### src/rtl/matrix_result_collector.sv
// Deserializes the framed 1-bit result stream into NUM_ELEM elements and
// keeps the last good frame in a committed buffer for readout.
module matrix_result_collector #(
   parameter int ELEM_W   = 4,
   parameter int NUM_ELEM = 4,
   parameter int ADDR_W   = 2
) (
   input  logic              clk,
   input  logic              rst,
   input  logic              z_in,
   input  logic              clear,
   input  logic [ADDR_W-1:0] rd_addr,
   output logic [ELEM_W-1:0] rd_data,
   output logic              busy,
   output logic              frame_valid,
   output logic              frame_err,
   output logic              have_result,
   output logic [7:0]        frame_cnt
);

   localparam int BW = (ELEM_W > 1) ? $clog2(ELEM_W) : 1;
   localparam int EW = $clog2(NUM_ELEM);

   typedef enum logic [1:0] {
      S_IDLE,
      S_DATA,
      S_STOP
   } state_t;

   state_t            state_q, state_d;
   logic [BW-1:0]     bit_cnt_q, bit_cnt_d;
   logic [EW-1:0]     elem_cnt_q, elem_cnt_d;
   logic [ELEM_W-1:0] work_q [NUM_ELEM];
   logic [ELEM_W-1:0] work_d [NUM_ELEM];
   logic [ELEM_W-1:0] comm_q [NUM_ELEM];
   logic [ELEM_W-1:0] comm_d [NUM_ELEM];
   logic              fv_q, fv_d;
   logic              fe_q, fe_d;
   logic              have_q, have_d;
   logic [7:0]        cnt_q, cnt_d;

   always_comb begin
      state_d    = state_q;
      bit_cnt_d  = bit_cnt_q;
      elem_cnt_d = elem_cnt_q;
      work_d     = work_q;
      comm_d     = comm_q;
      fv_d       = 1'b0;
      fe_d       = 1'b0;
      have_d     = have_q;
      cnt_d      = cnt_q;

      unique case (state_q)
         S_IDLE: begin
            if (z_in) begin
               state_d    = S_DATA;
               bit_cnt_d  = '0;
               elem_cnt_d = '0;
            end
         end
         S_DATA: begin
            // MSB-first: shift left, new bit enters at the LSB
            for (int i = 0; i < NUM_ELEM; i++) begin
               if (elem_cnt_q == EW'(i)) begin
                  work_d[i] = ELEM_W'({work_q[i], z_in});
               end
            end
            if (bit_cnt_q == BW'(ELEM_W - 1)) begin
               bit_cnt_d = '0;
               if (elem_cnt_q == EW'(NUM_ELEM - 1)) begin
                  state_d = S_STOP;
               end else begin
                  elem_cnt_d = elem_cnt_q + EW'(1);
               end
            end else begin
               bit_cnt_d = bit_cnt_q + BW'(1);
            end
         end
         S_STOP: begin
            // a 1 in the stop slot is an error, never a new start bit
            state_d = S_IDLE;
            if (!z_in) begin
               comm_d = work_q;
               fv_d   = 1'b1;
               have_d = 1'b1;
               cnt_d  = cnt_q + 8'd1;
            end else begin
               fe_d = 1'b1;
            end
         end
         default: state_d = S_IDLE;
      endcase

      if (clear) begin
         state_d = S_IDLE;
         for (int i = 0; i < NUM_ELEM; i++) begin
            work_d[i] = '0;
            comm_d[i] = '0;
         end
         fv_d   = 1'b0;
         fe_d   = 1'b0;
         have_d = 1'b0;
         cnt_d  = cnt_q;
      end
   end

   always_ff @(posedge clk or posedge rst) begin
      if (rst) begin
         state_q    <= S_IDLE;
         bit_cnt_q  <= '0;
         elem_cnt_q <= '0;
         for (int i = 0; i < NUM_ELEM; i++) begin
            work_q[i] <= '0;
            comm_q[i] <= '0;
         end
         fv_q   <= 1'b0;
         fe_q   <= 1'b0;
         have_q <= 1'b0;
         cnt_q  <= '0;
      end else begin
         state_q    <= state_d;
         bit_cnt_q  <= bit_cnt_d;
         elem_cnt_q <= elem_cnt_d;
         work_q     <= work_d;
         comm_q     <= comm_d;
         fv_q       <= fv_d;
         fe_q       <= fe_d;
         have_q     <= have_d;
         cnt_q      <= cnt_d;
      end
   end

   always_comb begin
      rd_data = '0;
      for (int i = 0; i < NUM_ELEM; i++) begin
         if (rd_addr == ADDR_W'(i)) begin
            rd_data = comm_q[i];
         end
      end
   end

   assign busy        = (state_q != S_IDLE);
   assign frame_valid = fv_q;
   assign frame_err   = fe_q;
   assign have_result = have_q;
   assign frame_cnt   = cnt_q;

endmodule

### config.mk
export PLATFORM = sky130hd
export DESIGN_NAME = matrix_result_collector
export DESIGN_NICKNAME = d
export VERILOG_FILES = /design/src/rtl/matrix_result_collector.sv
export SDC_FILE = /design/constraint.sdc
export NUM_CORES = 1
export LEC_CHECK = 0
export CELL_PAD_IN_SITES_DETAIL_PLACEMENT = 0
export CELL_PAD_IN_SITES_GLOBAL_PLACEMENT = 1
export CORE_ASPECT_RATIO = 0.9
export CORE_MARGIN = 2
export CORE_UTILIZATION = 49
export DETAILED_ROUTE_END_ITERATION = 8
export PLACE_DENSITY_LB_ADDON = 0.1
export SETUP_SLACK_MARGIN = 0.1
export SYNTH_ARGS = -nofsm -noshare
export SYNTH_HDL_FRONTEND = slang
export SYNTH_SLANG_ARGS = --single-unit
### constraint.sdc
create_clock -name clk -period 2.2 [get_ports clk]
set_input_delay 0.44 -clock clk [delete_from_list [all_inputs] [get_ports clk]]
set_output_delay 0.44 -clock clk [all_outputs]
set_load 0.02 [all_outputs]
==> impl_metrics.toml, run 1 <==
[route]
avgViaCountPerCell = 5.33
drtIter0Drc = 163
drc = 0
ant_nets = 0
drt_pre_antenna_iters = 4
via_count = 1358
wl_per_cell_um = 15.1
routed_wirelength_mm = 3.84

[clocking]
cts.sinks = 49
cts_tree = "done"
clk_pin_slew_ps = 80
clk_path_buf_depth = 2
postCtsHoldBufs = 0
root_buffer = "clkbuf_8"
cts_max_level = 2
cts_made_buffers = 5
clk_latency_ps = 300
cts_resized = 14
post_cts_buffers = 0

[sta]
setup_slack_ps = 154
fin_crit_ps = 2050
rsz0062_at_grt = "false"
hold_viol_final = 0
fmax_ghz = 0.489
drv_slew = 0
post-route-period-util_pct = 93.0
worstMarginPinSlew_ps = 1030
finalSetupViolCount = 0
skew_ps = 4.31
slew_headroom_pct = 31.2
hold_slack_ps = 408

[critical_path]
reg2reg_from = "state_q[1]$_DFFE_PP0P_"
critPathMaxFanout = 2
worstSetupPathType = "input pin to output pin"
cp-end-kind = "output pin"
ff2ff_path_depth = 3
crit_required_ps = 1760
critPathLaunch = "rd_addr[0]"
crit_arrival_ps = 1610
startpoint_type = "input pin"

[synth]
synthTopCellsByArea = "dfrtp_1 57%, mux2i_1 7.8%, a22o_1 7.3%"
async_flop_share_pct = 100
ys_types = 34
synth.top_cells.by_count = "49 x dfrtp_1, 20 x nor2_1, 18 x a22o_1, 17 x mux2i_1, 6 x ha_1"
synth_ff_type = "dfrtp_1"
synth_top_area_cell = "dfrtp_1"
synth-edff-count = 0
yosysTopAreaCellShare_pct = 56.5
syn_avg_cell_area_um2 = 13.3
syn_area_um2 = 2170
yosysMostFrequentCell = "dfrtp_1"
yosys_warnings = 0
synth-seq-area-share_pct = 56.5
synth_nets = 175
syn_inst = 163
ys_seq_elements = 49

[layout]
drive_above_1_share_pct = 19.5
diodes = 0
area_growth_pct = 18.1
stdcell_count = 255
final_cell_area_um2 = 2560
final_core_util_pct = 61.6
fin_nets = 206

[place]
dp_hpwl_mm = 2.77
dp_cells = 247
place.gp.congestion = 0.731
port_buffers = 21
place_ws_ps = -388
dpl_cell_area_um2 = 2490

[floorplanning]
dieArea_um2 = 4970
start_util_pct = 52.2
core_um2 = 4160
pin_count = 22
die_w_um = 74.1
rows = 22
die_h_um = 67.1

[grt]
grt_max_degree = 25
antenna_found_initial = 0
grt_usage_pct = 18.7
grt_overflow_total = 0
grt_pass1_vias = 1302
grt_pass1_wl_mm = 6.80

[min_path]
hp-class = "input pin to asynchronous set/reset pin"

[run_status]
status = "finished clean"

[power]
peakVddDrop_uv = 333
pwr_density_cell_nw_per_um2 = 609
p_leak_nw = 1.30

[run]
maxCapViolations = 0
-- worst max-delay path: stages --
cell and delay [ps]:
clkdlybuf4s50_1 500, mux4_2 490, buf_2 170
-- flip-flops by register name, indices dropped and copies added (netlist names) --
signal	count
frame_err	1
have_result	1
comm_q	16
frame_valid	1
elem_cnt_q	2
frame_cnt	8
bit_cnt_q	2
state_q	2
work_q	16
-- cell families after synthesis --
| logic type | synth area share [%] |
|---|---|
| simple gates | 11.5 |
| mux | 13.0 |
| buf+inv | 3.35 |
| flops | 56.5 |
| compound gates | 8.60 |
| xor+xnor | 3.52 |
| fa+ha+maj | 3.46 |
-- cell type report --
type                            count  area, um2
Timing Repair Buffer               32        287
Clock inverter                      3       17.5
Clock buffer                        5       68.8
Inverter                            4       15.0
Fill cell                         329       1600
Sequential cell                    49       1230
Multi-Input combinational cell    102        870
Tap cell                           60       75.1
-- through the flow --
stage | setup TNS (ps) | total power [mW]
2_1_floorplan | 0 | 1.02
6_report | 0 | 1.56
3_5_place_dp | -1400 | 1.06
3_3_place_gp | -1330 | 1.06
5_1_grt | 0 | 1.64
4_1_cts | 0 | 1.58
-- metal layers --
metal / vias up / track usage (%) / wire, um / part of all wire (%)
met5: - / 0 / 0 / 0
met4: 0 / 6.82 / 63 / 1.6
met3: 6 / 5.90 / 144 / 3.7
met2: 33 / 26.7 / 1700 / 44
met1: 677 / 26.9 / 1930 / 50
li1: 642 / - / - / -
-- placed cells by master (no fill, tap or decap), types with 2 or more instances in the layout --
cell type | synthesis | final
mux4_2 | 4 | 4
nand3_1 | 2 | 2
xnor2_2 | 2 | 2
mux2_2 | 2 | 2
nor2_1 | 20 | 20
buf_2 | 1 | 3
inv_1 | 4 | 3
buf_4 | 1 | 10
ha_1 | 6 | 6
dfrtp_1 | 49 | 48
xnor2_1 | 4 | 4
nand2_2 | 2 | 2
mux2i_1 | 17 | 17
nand2b_1 | 2 | 2
clkinv_2 | 0 | 2
a22o_1 | 18 | 18
clkdlybuf4s50_1 | 0 | 15
clkbuf_8 | 0 | 5
nand4_1 | 2 | 2
nand3b_1 | 4 | 4
nand2_1 | 3 | 3
-- where the power goes --
part           leakage [nW]  total, mW  switching (mW)  internal, mW
Clock                0.0439      0.517           0.297         0.220
Combinational         0.582      0.117          0.0679        0.0492
Sequential            0.678      0.925          0.0118         0.913
-- final timing paths --
check	to	slack (ps)
max	rd_data[3]	150
min	comm_q[3]$_DFFE_PP0P_	410
max reg2reg	comm_q[2]$_DFFE_PP0P_	410
min reg2reg	frame_cnt[7]$_DFFE_PP0P_	470
max in group asynchronous	comm_q[5]$_DFFE_PP0P_	1320
min in group clk	frame_cnt[7]$_DFFE_PP0P_	470
(Power assumes the default switching activity.)
==> inputs of run 2 (changes only) <==
Settings changed: CORE_UTILIZATION 49 to 46, GPL_TIMING_DRIVEN from default to 0.
Clock period 2.2 ns to 1.96 ns, I/O delays scaled along.
==> run 2 against run 1 <==
  * First-iteration DRC count shrank 40%
  * Clock skew grew 2.3 ps
  * Sequential share of layout area is essentially flat
  * Via count shrank 1.2%
  * Non-clock buffer count shrank 2
  * Critical path type is now flip-flop to output pin
  * Critical endpoint is now busy
  * Largest power group unchanged
==> impl_metrics.toml, run 2 (same netlist as run 1, synthesis figures left out) <==
[place]
place.gp.congestion = 0.778
dp_hpwl_mm = 3.01
port_buffers = 20
place_ws_ps = -557

[grt]
grt_overflow_total = 0
grt_max_degree = 30
grt_pass1_wl_mm = 6.78
grt_use_met3_pct = 4.32
met2_usage_pct = 24.4
grt_pass1_vias = 1302
grt_usage_pct = 16.5
busiest_layer = "met2"
grt_util_met1_pct = 23.6
antenna_found_initial = 0

[layout]
area_growth_pct = 17.8
fin_nets = 204
final_core_util_pct = 56.9
mostFrequentLayoutCell = "dfrtp_1"
drive_above_1_share_pct = 19.2
fillers = 373
final_cell_mix = "49 x dfrtp_1, 20 x nor2_1, 18 x a22o_1"
diodes = 0
seqCellArea_um2 = 1230
multi_input_area_um2 = 870

[run_status]
status = "finished clean"

[clocking]
cts_made_buffers = 5
cts.sinks = 49
clk_path_buf_depth = 2
cts_max_level = 2
root_buffer = "clkbuf_8"
cts_tree = "done"
clk_latency_ps = 300
clk_pin_slew_ps = 80

[critical_path]
crit_chain = "buf_2 > or2_2 > clkdlybuf4s15_2"
critPathMaxFanout = 10
worstSetupPathType = "flip-flop to output pin"
crit_required_ps = 1570
cp.depth = 3
cp-end-kind = "output pin"
cp-endpoint = "busy"
critPathLaunch = "state_q[1]$_DFFE_PP0P_"
cpPeakStageDelay_ps = 400
cp_top_family = "buffers and inverters"
crit_slowest_cell = "dfrtp_1"
rrSetupSlack_ps = 380
startpoint_type = "flip-flop"
path_buf_inv = 2
ff2ff_path_depth = 5
reg2reg_from = "state_q[0]$_DFFE_PP0P_"
crit_arrival_ps = 1410
r2r-end = "frame_cnt[2]$_DFFE_PP0P_"

[sta]
rsz0062_at_grt = "false"
worstMarginPinSlew_ps = 608
hold_viol_final = 0
drv_slew = 0
fin_crit_ps = 1800
hold_slack_ps = 397
finalSetupViolCount = 0
setup_slack_ps = 156
fmax_ghz = 0.554
slew_headroom_pct = 59.3
post-route-period-util_pct = 92.0
skew_ps = 6.65

[power]
comb_power_share_pct = 7.1
peakVddDrop_uv = 508
p_leak_nw = 1.29
p_seq_share_pct = 58.3
p_total_mw = 1.78
internal_power_mw = 1.36
pwr_density_cell_nw_per_um2 = 697
power.share.clock_pct = 34.6
power.switching_mw = 0.420
p_sw_share_pct = 23.6

[route]
drt_pre_antenna_iters = 4
drtIter0Drc = 97
wl_per_cell_um = 15.9
drc = 0
avgViaCountPerCell = 5.26
routed_wirelength_mm = 4.05
via_count = 1342
ant_nets = 0

[floorplanning]
die_w_um = 76.4
core_um2 = 4490
dieArea_um2 = 5280
start_util_pct = 48.3
die_h_um = 69.1
rows = 23
pin_count = 22

[min_path]
hp-class = "input pin to flip-flop"

[run]
maxCapViolations = 0
run 2: layout make-up:
type | instances | area share [%]
clock buffers | 6 | 3.23
plain buffers | 8 | 2.30
flip-flops and latches | 49 | 48.0
clock inverters | 2 | 0.539
repair buffers | 22 | 8.28
well taps | 62 | 3.04
multi-input cells | 102 | 34.0
inverters | 4 | 0.588
run 2: stage by stage:
stage | cell area (um2) | TNS [ps] | cells
6_report | 2550 | 0 | 255
2_1_floorplan | 2170 | 0 | 163
5_1_grt | 2550 | 0 | 255
3_3_place_gp | 2450 | -24720 | 245
4_1_cts | 2580 | 0 | 255
3_5_place_dp | 2470 | -2940 | 246
run 2: worst min-delay path by stage:
stage | start | to | slack [ps] | cells after the start
after floorplan | bit_cnt_q[1]$_DFFE_PP0P_ | bit_cnt_q[1]$_DFFE_PP0P_ | 450 | 2
after global placement | frame_cnt[7]$_DFFE_PP0P_ | frame_cnt[7]$_DFFE_PP0P_ | 460 | 1
after detailed placement | frame_cnt[7]$_DFFE_PP0P_ | frame_cnt[7]$_DFFE_PP0P_ | 470 | 1
after CTS | z_in | frame_err$_DFF_PP0_ | 380 | 2
after global routing | z_in | frame_err$_DFF_PP0_ | 390 | 2
final | z_in | frame_err$_DFF_PP0_ | 400 | 2
run 2: worst register-to-register path, cell delays in order, from the launching register on:
cell and delay, ps:
dfrtp_1 380, buf_4 150, nor4b_4 520, buf_6 230, nand2_2 80, xnor2_2 120
run 2: power groups by stage:
stage | combinational (mW) | sequential, mW | clock, mW
finish | 0.127 | 1.04 | 0.616
CTS | 0.130 | 1.04 | 0.641
global route | 0.143 | 1.04 | 0.675
floorplan | 0.0841 | 1.06 | 0
detailed placement | 0.127 | 1.06 | 0
global placement | 0.118 | 1.06 | 0
run 2: timing repair:
action                                  4_1_cts  5_1_grt
resized for setup                            20        5
endpoints found under the setup margin        5        5
hold buffers                                  0        0
buffers inserted                              1        0
endpoints found under the hold margin         0        0
run 2: per-layer routing:
metal	up-vias	wire (um)
met5	-	0
met3	5	109
li1	643	-
met1	676	2000
met4	0	40
met2	18	1890
